===== src/rtl/rex_sprite_engine_pkg.sv =====
// rex_pkg: shared types, display constants and the score helpers for the
// player-sprite engine.
//
// Configuration macro: REX_SCORE_BCD_EN
//   defined     -> score is 4-digit packed BCD and saturates at 16'h9999
//   not defined -> score is a plain 16-bit binary count and saturates at 16'hFFFF
package rex_pkg;

    // Jump state, also exported through the engine's state_dbg port.
    typedef enum logic [1:0] {
        ST_GROUND = 2'd0,
        ST_RISE   = 2'd1,
        ST_FALL   = 2'd2
    } rex_state_e;

    // 640x480 timing as produced by display_controller.
    localparam int H_MIN_DEF = 144;
    localparam int H_MAX_DEF = 783;
    localparam int V_MIN_DEF = 35;
    localparam int V_MAX_DEF = 514;

    localparam logic [11:0] COLOR_DEF = 12'hF00;

`ifdef REX_SCORE_BCD_EN
    localparam logic [15:0] SCORE_MAX = 16'h9999;
`else
    localparam logic [15:0] SCORE_MAX = 16'hFFFF;
`endif

    // Packed-BCD increment with ripple carry between the four digits.
    function automatic logic [15:0] bcd_inc(input logic [15:0] v);
        logic [15:0] r;
        logic        c;
        r = v;
        c = 1'b1;
        for (int i = 0; i < 4; i++) begin
            if (c) begin
                if (r[4*i +: 4] == 4'd9) begin
                    r[4*i +: 4] = 4'd0;
                end else begin
                    r[4*i +: 4] = r[4*i +: 4] + 4'd1;
                    c = 1'b0;
                end
            end
        end
        return r;
    endfunction

endpackage


===== src/rtl/rex_sprite_engine_jump_fsm.sv =====
// rex_jump_fsm: vertical motion of the sprite (jump state, velocity, ypos).
//
// Ports:
//   clk, rst          clock, asynchronous active-low reset
//   tick              one-cycle frame pulse; all updates happen only on it
//   up, down, pause   jump request, fast drop, freeze
//   ypos              sprite centre y
//   state             current jump state
//   airborne          1 while state != ST_GROUND
module rex_jump_fsm
    import rex_pkg::*;
#(
    parameter int HALF_H   = 5,
    parameter int V_MIN    = V_MIN_DEF,
    parameter int GROUND_Y = 400,
    parameter int JUMP_V   = 12,
    parameter int GRAVITY  = 1,
    parameter int MAX_FALL = 12
) (
    input  logic       clk,
    input  logic       rst,
    input  logic       tick,
    input  logic       up,
    input  logic       down,
    input  logic       pause,
    output logic [9:0] ypos,
    output rex_state_e state,
    output logic       airborne
);

    localparam logic [9:0]  Y_TOP10    = 10'(V_MIN + HALF_H);
    localparam logic [10:0] Y_TOP11    = 11'(V_MIN + HALF_H);
    localparam logic [9:0]  GROUND10   = 10'(GROUND_Y);
    localparam logic [10:0] GROUND11   = 11'(GROUND_Y);
    localparam logic [7:0]  JUMP8      = 8'(JUMP_V);
    localparam logic [7:0]  GRAV8      = 8'(GRAVITY);
    localparam logic [7:0]  FALL_MAX8  = 8'(MAX_FALL);

    rex_state_e  state_q, state_d;
    logic [7:0]  vel_q, vel_d;
    logic [9:0]  ypos_q, ypos_d;

    logic [10:0] y_ext;
    logic [10:0] v_ext;
    logic [7:0]  fall_v;
    logic [10:0] y_sum;

    always_comb begin
        state_d = state_q;
        vel_d   = vel_q;
        ypos_d  = ypos_q;
        y_ext   = {1'b0, ypos_q};
        v_ext   = {3'b000, vel_q};
        fall_v  = ((vel_q + GRAV8) > FALL_MAX8) ? FALL_MAX8 : (vel_q + GRAV8);
        y_sum   = y_ext + {3'b000, fall_v};

        if (tick && !pause) begin
            case (state_q)
                ST_GROUND: begin
                    if (up) begin
                        state_d = ST_RISE;
                        vel_d   = JUMP8;
                    end
                end
                ST_RISE: begin
                    // Move up first, then decelerate; a drop request still
                    // applies this tick's rise before switching to FALL.
                    if (y_ext < (v_ext + Y_TOP11)) begin
                        ypos_d = Y_TOP10;
                    end else begin
                        ypos_d = ypos_q - {2'b00, vel_q};
                    end
                    vel_d = (vel_q > GRAV8) ? (vel_q - GRAV8) : 8'd0;
                    if ((vel_d == 8'd0) || down) begin
                        state_d = ST_FALL;
                    end
                end
                ST_FALL: begin
                    if (y_sum >= GROUND11) begin
                        ypos_d  = GROUND10;
                        vel_d   = 8'd0;
                        state_d = ST_GROUND;
                    end else begin
                        ypos_d = y_sum[9:0];
                        vel_d  = fall_v;
                    end
                end
                default: begin
                    state_d = ST_GROUND;
                    vel_d   = 8'd0;
                    ypos_d  = GROUND10;
                end
            endcase
        end
    end

    always_ff @(posedge clk or negedge rst) begin
        if (!rst) begin
            state_q <= ST_GROUND;
            vel_q   <= 8'd0;
            ypos_q  <= GROUND10;
        end else begin
            state_q <= state_d;
            vel_q   <= vel_d;
            ypos_q  <= ypos_d;
        end
    end

    assign ypos     = ypos_q;
    assign state    = state_q;
    assign airborne = (state_q != ST_GROUND);

endmodule


===== src/rtl/rex_sprite_engine.sv =====
// rex_sprite_engine: player sprite for the VGA game. Owns horizontal
// position and score, delegates jump physics to rex_jump_fsm, and overlays
// the sprite on the background pixel stream with one clock of latency.
//
// Ports:
//   clk, rst                 pixel clock, asynchronous active-low reset
//   up/down/left/right       controls, sampled on the frame tick
//   pause                    freezes motion and score (pixel path keeps running)
//   hCount, vCount, bright   raster position and display-area flag
//   background               background colour for the current pixel
//   xpos, ypos               sprite centre
//   score                    unpaused frames, saturating
//   airborne                 1 while the sprite is off the ground
//   rgb                      registered output colour
//   state_dbg                jump state (rex_state_e encoding)
//
// Configuration macro: REX_SCORE_BCD_EN selects a packed-BCD score.
module rex_sprite_engine
    import rex_pkg::*;
#(
    parameter int          SPRITE_W = 10,
    parameter int          SPRITE_H = 10,
    parameter int          H_MIN    = H_MIN_DEF,
    parameter int          H_MAX    = H_MAX_DEF,
    parameter int          V_MIN    = V_MIN_DEF,
    parameter int          X_START  = 450,
    parameter int          GROUND_Y = 400,
    parameter int          STEP     = 2,
    parameter int          JUMP_V   = 12,
    parameter int          GRAVITY  = 1,
    parameter int          MAX_FALL = 12,
    parameter logic [11:0] COLOR    = COLOR_DEF
) (
    input  logic        clk,
    input  logic        rst,
    input  logic        up,
    input  logic        down,
    input  logic        left,
    input  logic        right,
    input  logic        pause,
    input  logic [9:0]  hCount,
    input  logic [9:0]  vCount,
    input  logic        bright,
    input  logic [11:0] background,
    output logic [9:0]  xpos,
    output logic [9:0]  ypos,
    output logic [15:0] score,
    output logic        airborne,
    output logic [11:0] rgb,
    output logic [1:0]  state_dbg
);

    localparam int          HALF_W  = SPRITE_W / 2;
    localparam int          HALF_H  = SPRITE_H / 2;
    localparam logic [9:0]  X_LO    = 10'(H_MIN + HALF_W);
    localparam logic [9:0]  X_HI    = 10'(H_MAX - HALF_W);
    localparam logic [9:0]  STEP10  = 10'(STEP);
    localparam logic [10:0] HALF_W11 = 11'(HALF_W);
    localparam logic [10:0] HALF_H11 = 11'(HALF_H);

    logic        frame_q, frame_d;
    logic [9:0]  xpos_q, xpos_d;
    logic [15:0] score_q, score_d;
    logic [11:0] rgb_q, rgb_d;
    logic        tick;
    rex_state_e  jump_state;

    logic [10:0] h_ext, v_ext, x_ext, y_ext, dx, dy;
    logic        fill;

    // Frame tick is the registered version of the (0,0) raster position.
    assign tick = frame_q;

    rex_jump_fsm #(
        .HALF_H   (HALF_H),
        .V_MIN    (V_MIN),
        .GROUND_Y (GROUND_Y),
        .JUMP_V   (JUMP_V),
        .GRAVITY  (GRAVITY),
        .MAX_FALL (MAX_FALL)
    ) u_jump (
        .clk      (clk),
        .rst      (rst),
        .tick     (tick),
        .up       (up),
        .down     (down),
        .pause    (pause),
        .ypos     (ypos),
        .state    (jump_state),
        .airborne (airborne)
    );

    always_comb begin
        frame_d = (hCount == 10'd0) && (vCount == 10'd0);
        xpos_d  = xpos_q;
        score_d = score_q;

        if (tick && !pause) begin
            // Clamp compares are arranged so nothing wraps near either edge.
            if (left && !right) begin
                xpos_d = (xpos_q < (X_LO + STEP10)) ? X_LO : (xpos_q - STEP10);
            end else if (right && !left) begin
                xpos_d = (xpos_q > (X_HI - STEP10)) ? X_HI : (xpos_q + STEP10);
            end

            if (score_q != SCORE_MAX) begin
`ifdef REX_SCORE_BCD_EN
                score_d = bcd_inc(score_q);
`else
                score_d = score_q + 16'd1;
`endif
            end
        end
    end

    // Pixel overlay: absolute distances in 11 bits so no operand underflows.
    always_comb begin
        h_ext = {1'b0, hCount};
        v_ext = {1'b0, vCount};
        x_ext = {1'b0, xpos_q};
        y_ext = {1'b0, ypos};
        dx    = (h_ext >= x_ext) ? (h_ext - x_ext) : (x_ext - h_ext);
        dy    = (v_ext >= y_ext) ? (v_ext - y_ext) : (y_ext - v_ext);
        fill  = (dx <= HALF_W11) && (dy <= HALF_H11);
        rgb_d = !bright ? 12'h000 : (fill ? COLOR : background);
    end

    always_ff @(posedge clk or negedge rst) begin
        if (!rst) begin
            frame_q <= 1'b0;
            xpos_q  <= 10'(X_START);
            score_q <= 16'd0;
            rgb_q   <= 12'h000;
        end else begin
            frame_q <= frame_d;
            xpos_q  <= xpos_d;
            score_q <= score_d;
            rgb_q   <= rgb_d;
        end
    end

    assign xpos      = xpos_q;
    assign score     = score_q;
    assign rgb       = rgb_q;
    assign state_dbg = jump_state;

endmodule


===== config.mk =====
export PLATFORM = sky130hd
export DESIGN_NAME = rex_sprite_engine
export DESIGN_NICKNAME = d
export VERILOG_FILES = /design/src/rtl/rex_sprite_engine_pkg.sv /design/src/rtl/rex_sprite_engine_jump_fsm.sv /design/src/rtl/rex_sprite_engine.sv
export SDC_FILE = /design/constraint.sdc
export NUM_CORES = 1
export LEC_CHECK = 0
export CAP_MARGIN = 40
export CORE_UTILIZATION = 60
export DETAILED_ROUTE_END_ITERATION = 12
export PLACE_DENSITY_LB_ADDON = 0.05
export SLEW_MARGIN = 15
export SYNTH_ARGS = -nofsm -noshare
export SYNTH_HDL_FRONTEND = slang
export SYNTH_SLANG_ARGS = --single-unit

===== constraint.sdc =====
create_clock -name clk -period 6.5 [get_ports clk]
set_input_delay 1.3 -clock clk [delete_from_list [all_inputs] [get_ports clk]]
set_output_delay 1.3 -clock clk [all_outputs]
set_load 0.03 [all_outputs]

==> results of run 1 <==
## layout by cell type (no fill, tap or decap), types with 12 or more instances in the layout
cell / synthesis / routed
sky130_fd_sc_hd__nor2_1: 48 / 48
sky130_fd_sc_hd__nor3_1: 17 / 17
sky130_fd_sc_hd__and2_1: 12 / 12
sky130_fd_sc_hd__nand3_1: 37 / 37
sky130_fd_sc_hd__a31oi_1: 19 / 19
sky130_fd_sc_hd__clkdlybuf4s50_1: 0 / 89
sky130_fd_sc_hd__nand2_1: 66 / 66
sky130_fd_sc_hd__o21ai_0: 53 / 53
sky130_fd_sc_hd__xnor2_1: 28 / 28
sky130_fd_sc_hd__inv_1: 76 / 76
sky130_fd_sc_hd__ha_1: 77 / 77
sky130_fd_sc_hd__a21oi_1: 57 / 57
sky130_fd_sc_hd__dfrtp_1: 52 / 52
sky130_fd_sc_hd__xor2_1: 17 / 17
## power by group through the flow
stage | Sequential [mW] | Clock, mW | Combinational [mW]
detailed placement | 0.379 | 0 | 0.175
finish | 0.372 | 0.307 | 0.178
global route | 0.372 | 0.324 | 0.194
CTS | 0.372 | 0.308 | 0.176
global placement | 0.379 | 0 | 0.172
floorplan | 0.387 | 0 | 0.101
## worst reg2reg max path: stages (launching register included)
cell and delay, ps:
sky130_fd_sc_hd__dfrtp_1 580, sky130_fd_sc_hd__ha_1 280, sky130_fd_sc_hd__nand3_1 140, sky130_fd_sc_hd__mux2i_1 160, sky130_fd_sc_hd__nor3_1 180, sky130_fd_sc_hd__a31oi_1 100
sky130_fd_sc_hd__a31oi_1 250, sky130_fd_sc_hd__and2_1 260, sky130_fd_sc_hd__ha_1 260, sky130_fd_sc_hd__a21o_1 170, sky130_fd_sc_hd__a2111oi_0 590, sky130_fd_sc_hd__o32ai_1 230
sky130_fd_sc_hd__o2111ai_1 140, sky130_fd_sc_hd__nor3b_1 470, sky130_fd_sc_hd__a31oi_1 290, sky130_fd_sc_hd__a211oi_1 500, sky130_fd_sc_hd__mux2_2 380
## state kept, by name (all words and copies together), names as in the netlist
| name | cells |
|---|---|
| u_jump.vel_q | 8 |
| rgb | 12 |
| u_jump.ypos | 10 |
| xpos | 10 |
| frame_q | 1 |
| u_jump.state | 2 |
| score | 16 |
## metal layers
layer  GRT usage  up-vias  part of all wire
met3      0.0581       61             0.077
met4       0.114        0             0.024
met5           0        -                 0
li1            -     3042                 -
met1       0.423     3044              0.41
met2       0.590      365              0.49
## cell type report
cell class,instances,area (µm²)
clock inverter,7,53.8
inverter,76,285
clock buffer,9,124
multi-input combinational,634,4470
fill,807,2840
timing repair buffer,91,903
tap,136,170
sequential,59,1490
## cells by family after synthesis
logic type	Yosys count	share of synthesized area
AOI/OAI and AO/OA	243	0.254
xor gates and xnor gates	45	0.0615
adders and majority gates	83	0.169
buffers and inverters	110	0.0728
DFF	59	0.232
muxes	6	0.00996
other	1	0.000585
and+or+nand+nor	253	0.201
## final timing paths
kind | startpoint | endpoint | slack (ps)
setup / recovery | u_jump.vel_q[0] | u_jump.state[0] | 1400
hold / removal | score[7] | score[7] | 510
setup reg to reg | u_jump.vel_q[0] | u_jump.state[0] | 1400
hold reg to reg | score[7] | score[7] | 510
max in group asynchronous | rst | xpos[9] | 4890
min in group asynchronous | rst | rgb[2] | 1100
## per-stage QoR
stage / area (µm²) / hold slack, ps / total power, mW / worst slack (ps) / std cells
CTS: 7490 / 511 / 0.856 / 1500 / 1012
global placement: 7310 / 481 / 0.550 / 1600 / 996
floorplan: 6420 / 525 / 0.488 / 2340 / 803
global route: 7490 / 529 / 0.890 / 988 / 1012
detailed placement: 7310 / 491 / 0.553 / 1520 / 996
finish: 7490 / 512 / 0.858 / 1400 / 1012
==> impl_metrics.sql, run 1 <==
INSERT INTO impl_metrics (metric_group, metric, value, unit) VALUES
('timing', 'finalSetupTns', '0', 'ps'),
('synth', 'synth_most_common_cell', 'sky130_fd_sc_hd__ha_1', ''),
('timing', 'fmax', '196', 'MHz'),
('pwr', 'max-vdd-ir-drop', '0.103', 'mV'),
('synth', 'number_of_enable_type_register_cells_in_the_synthesized_netlist', '0', ''),
('pwr', 'power_frac_comb', '0.208', ''),
('synth', 'synth.yosys.seq_area_share', '0.232', ''),
('setup_path', 'crit_buf_inv', '0', ''),
('clock_network', 'clock_sink_count', '59', ''),
('synth', 'syn-cell-area', '6410', 'µm²'),
('layout', 'postLayoutCoreUtil', '0.725', ''),
('place', 'finalWeightedCongestion', '0.965', ''),
('timing', 'timing.final.max_slew_violations', '0', ''),
('pwr', 'power.density', '115', 'nW/µm²'),
('synth', 'synth.distinct_cells', '81', ''),
('clock_network', 'clock-root-buffer', 'sky130_fd_sc_hd__clkbuf_8', ''),
('timing', 'final_period_minus_worst_setup_slack', '5100', 'ps'),
('timing', 'timing.final.crit_share', '0.785', ''),
('setup_path', 'reg2reg_depth', '16', ''),
('hold_path', 'holdCritPathClass', 'flip-flop to flip-flop', ''),
('layout', 'diodes', '0', ''),
('global_routing', 'first_global_vias', '6144', ''),
('timing', 'clock_skew', '7.91', 'ps'),
('synth', 'postSynthRegisterBits', '59', ''),
('synth', 'largest_area_contributor_in_the_netlist', 'sky130_fd_sc_hd__dfrtp_1', ''),
('pwr', 'net-switching-power', '0.270', 'mW'),
('pwr', 'seqPwrFrac', '0.434', ''),
('routing', 'drt_first_pass_iters', '7', ''),
('routing', 'wl_per_cell', '18.5', 'µm'),
('setup_path', 'worst_path_largest_cell_delay', '590', 'ps'),
('floorplanning', 'design.core.area', '10300', 'µm²'),
('synth', 'synth_flop_cell', 'sky130_fd_sc_hd__dfrtp_1', ''),
('synth', 'share_of_the_synthesized_area_in_the_top_cell_type', '0.203', ''),
('timing', 'finalSetupViolCount', '0', ''),
('clock_network', 'cts-hold-fix-buffers', '0', ''),
('setup_path', 'worstSetupEndpointType', 'flip-flop', ''),
('layout', 'area_growth', '16.9', '%'),
('pwr', 'internal_power_summed_over_all_cells', '0.587', 'mW'),
('floorplanning', 'floorplan.initialDensity', '0.621', ''),
('layout', 'drive_above_1_share', '0.0582', ''),
('routing', 'detail_route.vias_per_cell', '6.43', ''),
('global_routing', 'grt_remaining_overflow', '0', ''),
('clock_network', 'clk_pin_slew', '70', 'ps'),
('run_status', 'status', 'finished, final reports clean', ''),
('clock_network', 'cts.repair_timing.setup_buffer_count', '0', ''),
('timing', 'grt_setup_unrepaired', 'false', ''),
('setup_path', 'critical_path.top_delay_family', 'compound AO/OA/AOI/OAI gates', ''),
('synth', 'synthesis.instances', '800', ''),
('global_routing', 'grt.total_usage', '0.339', ''),
('timing', 'hold_viol_final', '0', ''),
('setup_path', 'crit_path_frequent_cell', 'sky130_fd_sc_hd__a31oi_1', ''),
('floorplanning', 'num_rows', '37', ''),
('clock_network', 'clock_path_buffers', '2', ''),
('pwr', 'p_clk_frac', '0.358', ''),
('setup_path', 'critical-path-slowest-cell', 'sky130_fd_sc_hd__a2111oi_0', ''),
('setup_path', 'critical_path_class', 'flip-flop to flip-flop', ''),
('setup_path', 'setup.worst_path.start_class', 'flip-flop', ''),
('pwr', 'total_leakage_power', '3.31', 'nW'),
('hold_path', 'hold_depth', '1', ''),
('clock_network', 'cts_tree', 'done', ''),
('global_routing', 'number_of_antenna_violations_at_the_first_check_in_global_routing', '0', ''),
('routing', 'drt_wl_total', '18700', 'µm'),
('setup_path', 'crit_path_dat', '5340', 'ps'),
('setup_path', 'critical_path_cell_count', '16', ''),
('clock_network', 'clock_tree.htree_level_count', '3', ''),
('global_routing', 'wire_length_of_the_first_global_routing_pass', '30100', 'µm'),
('timing', 'slew-limit-headroom', '0.431', ''),
('synth', 'ys_async_sr_fraction', '1.00', ''),
('job', 'drv.max_cap_violation_count', '0', ''),
('routing', 'antenna_violating_nets_post_route', '0', ''),
('place', 'place.detailed.hpwl', '14100', 'µm');
Power figures use the tool's default switching activity.
==> run 2, diff against run 1 <==
--- a/config.mk
+++ b/config.mk
@@ -6,7 +6,7 @@
 export NUM_CORES = 1
 export LEC_CHECK = 0
 export CAP_MARGIN = 40
-export CORE_UTILIZATION = 60
+export CORE_UTILIZATION = 51
 export DETAILED_ROUTE_END_ITERATION = 12
 export PLACE_DENSITY_LB_ADDON = 0.05
 export SLEW_MARGIN = 15
==> constraint.sdc (replaced) <==
create_clock -name clk -period 4.2 [get_ports clk]
set_input_delay 0.84 -clock clk [delete_from_list [all_inputs] [get_ports clk]]
set_output_delay 0.84 -clock clk [all_outputs]
set_load 0.03 [all_outputs]
==> run 2 against run 1 <==
Effect of this change: core utilization down 5.1 points; hold slack worse by 54 ps; clock power up 140%; cell area up 9.0%; flip-flop and latch count unchanged; cell count up 7.9%; routed wire length up 2.9%; worst setup slack worse by 1200 ps; count of clock-buffer cells in the layout unchanged; register-to-register slack worse by 1200 ps; clock skew up 1.7 ps; maximum frequency up 28%; largest cell class unchanged; highest routed layer unchanged.
==> impl_metrics.sql, run 2 (synthesis gave the netlist of run 1 again) <==
INSERT INTO impl_metrics (metric_group, metric, value, unit) VALUES
('floorplanning', 'die_width', '114', 'µm'),
('routing', 'drt_wl_total', '19200', 'µm'),
('timing', 'finalSetupViolCount', '0', ''),
('clock_network', 'cts_tree', 'done', ''),
('clock_network', 'numCtsBuffers', '9', ''),
('setup_path', 'crit_path_max_fanout', '7', ''),
('timing', 'slew-limit-headroom', '0.498', ''),
('layout', 'leading_cell_type_in_the_layout_fill_and_taps_excluded', 'sky130_fd_sc_hd__clkdlybuf4s50_1', ''),
('layout', 'register_area', '1490', 'µm²'),
('clock_network', 'cts-hold-fix-buffers', '0', ''),
('routing', 'wl_per_cell', '17.6', 'µm'),
('place', 'placement.cell_area', '7680', 'µm²'),
('timing', 'timing.final.crit_share', '0.952', ''),
('setup_path', 'worst_r2r_startpoint', 'u_jump.vel_q[0]', ''),
('global_routing', 'number_of_antenna_violations_at_the_first_check_in_global_routing', '0', ''),
('hold_path', 'holdCritPathClass', 'input port to async pin', ''),
('routing', 'drt_first_pass_iters', '5', ''),
('clock_network', 'clock-root-buffer', 'sky130_fd_sc_hd__clkbuf_16', ''),
('routing', 'via_count', '6526', ''),
('global_routing', 'wire_length_of_the_first_global_routing_pass', '30700', 'µm'),
('pwr', 'internal_power_summed_over_all_cells', '1.17', 'mW'),
('layout', 'diodes', '0', ''),
('layout', 'flip_flop_count_of_the_largest_register_after_layout', '16', ''),
('floorplanning', 'num_rows', '40', ''),
('place', 'port_buffers', '90', ''),
('timing', 'hold_viol_final', '0', ''),
('floorplanning', 'die_area', '13000', 'µm²'),
('setup_path', 'reg2reg_depth', '18', ''),
('timing', 'holdWs', '458', 'ps'),
('layout', 'area_growth', '27.4', '%'),
('layout', 'layout.cells.most_common_list', 'sky130_fd_sc_hd__clkdlybuf4s50_1, sky130_fd_sc_hd__inv_1, sky130_fd_sc_hd__ha_1', ''),
('floorplanning', 'die-height', '114', 'µm'),
('pwr', 'net-switching-power', '0.445', 'mW'),
('pwr', 'total_leakage_power', '3.63', 'nW'),
('pwr', 'power.density', '198', 'nW/µm²'),
('clock_network', 'clock_sink_count', '59', ''),
('layout', 'layout.filler_cells', '1035', ''),
('timing', 'final_period_minus_worst_setup_slack', '4000', 'ps'),
('place', 'place.detailed.hpwl', '14700', 'µm'),
('job', 'drv.max_cap_violation_count', '0', ''),
('global_routing', 'grt_remaining_overflow', '0', ''),
('pwr', 'p_clk_frac', '0.460', ''),
('pwr', 'netSwitchingFraction', '0.275', ''),
('global_routing', 'grt_start_max_net_pins', '34', ''),
('clock_network', 'clk_pin_slew', '60', 'ps'),
('setup_path', 'critical_path_class', 'flip-flop to flip-flop', ''),
('pwr', 'power_frac_comb', '0.183', ''),
('clock_network', 'clock_tree.htree_level_count', '3', ''),
('pwr', 'max-vdd-ir-drop', '0.150', 'mV'),
('floorplanning', 'pin_count', '91', ''),
('global_routing', 'first_global_vias', '6205', ''),
('pwr', 'total_power', '1.62', 'mW'),
('timing', 'tightestPinTransition', '747', 'ps'),
('setup_path', 'r2r_end', 'u_jump.vel_q[0]', ''),
('layout', 'fin_nets', '1042', ''),
('layout', 'postLayoutCoreUtil', '0.674', ''),
('layout', 'final_area', '8160', 'µm²'),
('floorplanning', 'floorplan.initialDensity', '0.529', ''),
('layout', 'multi_input_area', '4570', 'µm²'),
('floorplanning', 'design.core.area', '12100', 'µm²'),
('timing', 'fmax', '250', 'MHz'),
('layout', 'drive_above_1_share', '0.124', ''),
('routing', 'detail_route.vias_per_cell', '5.98', ''),
('timing', 'finalSetupTns', '0', 'ps'),
('place', 'finalWeightedCongestion', '0.919', ''),
('timing', 'timing.final.max_slew_violations', '0', ''),
('routing', 'initialDrtViolationCount', '543', ''),
('setup_path', 'worstSetupEndpointType', 'flip-flop', ''),
('setup_path', 'crit_path_dat', '4220', 'ps'),
('setup_path', 'setup.reg_to_reg.worst_slack', '200', 'ps'),
('global_routing', 'grt.total_usage', '0.297', ''),
('timing', 'clock_skew', '9.56', 'ps'),
('routing', 'antenna_violating_nets_post_route', '0', ''),
('run_status', 'status', 'finished, final reports clean', ''),
('clock_network', 'worstSkewPairLatency', '330', 'ps'),
('routing', 'detail_route.drc_violations', '0', ''),
('setup_path', 'setup.worst_path.start_class', 'flip-flop', ''),
('setup_path', 'critical_path_required', '4420', 'ps'),
('pwr', 'seqPwrFrac', '0.357', ''),
('clock_network', 'clock_path_buffers', '2', '');
==> run 2: worst max path at each step <==
| stage | from | to | depth (start not counted) |
|---|---|---|---|
| finish | u_jump.vel_q[0] | u_jump.vel_q[0] | 18 |
| global route | u_jump.vel_q[3] | u_jump.state[0] | 17 |
| CTS | u_jump.vel_q[0] | u_jump.vel_q[0] | 18 |
| detailed placement | u_jump.vel_q[0] | u_jump.state[0] | 18 |
| global placement | vCount[2] | rgb[8] | 12 |
| floorplan | u_jump.vel_q[2] | u_jump.state[0] | 17 |
==> run 2: per-layer routing <==
metal	wire, µm	vias to the layer above	GRT usage
met5	0	-	0
met2	9290	262	0.511
met3	1190	39	0.0513
li1	-	3141	-
met4	407	0	0.0797
met1	8340	3084	0.385
==> run 2: power groups by stage <==
stage          clock network, mW  logic, mW  registers [mW]
6_report                   0.744      0.296           0.576
5_1_grt                    0.780      0.325           0.576
4_1_cts                    0.754      0.290           0.576
3_5_place_dp                   0      0.288           0.586
3_3_place_gp                   0      0.283           0.586
2_1_floorplan                  0      0.156           0.599
==> run 2: final cells by class <==
cell class | count | area share
inverter | 76 | 0.0349
clock buffer | 9 | 0.0276
sequential | 59 | 0.182
multi-input combinational | 634 | 0.560
clock inverter | 7 | 0.00935
timing repair buffer | 139 | 0.160
tap | 168 | 0.0258
==> run 2: worst max-delay path: stages, from the launching register on <==
cell and delay, ps:
sky130_fd_sc_hd__dfrtp_1 380, sky130_fd_sc_hd__ha_2 200, sky130_fd_sc_hd__nand3_2 90, sky130_fd_sc_hd__mux2i_1 230, sky130_fd_sc_hd__nor3_2 80, sky130_fd_sc_hd__a31oi_4 210
sky130_fd_sc_hd__a31oi_4 60, sky130_fd_sc_hd__and2_1 190, sky130_fd_sc_hd__ha_2 190, sky130_fd_sc_hd__fa_2 340, sky130_fd_sc_hd__a21o_1 200, sky130_fd_sc_hd__a21oi_2 190
sky130_fd_sc_hd__o21bai_1 80, sky130_fd_sc_hd__a211o_1 300, sky130_fd_sc_hd__a211o_1 270, sky130_fd_sc_hd__a31oi_1 170, sky130_fd_sc_hd__buf_4 180, sky130_fd_sc_hd__a31oi_1 130
sky130_fd_sc_hd__o41ai_1 400
==> run 2: stage by stage <==
| step | worst slack [ps] | std cells |
|---|---|---|
| floorplan | 44.6 | 803 |
| global route | -55.2 | 1092 |
| detailed placement | -38.5 | 1069 |
| CTS | 25.4 | 1085 |
| finish | 202 | 1092 |
| global placement | 106 | 1068 |
==> run 2: repair_timing <==
action                     4_1_cts  5_1_grt
pin swaps                        0        7
resized for setup                2       21
setup endpoints to repair        1       13
setup buffers                    0        7
gates cloned                     0        0
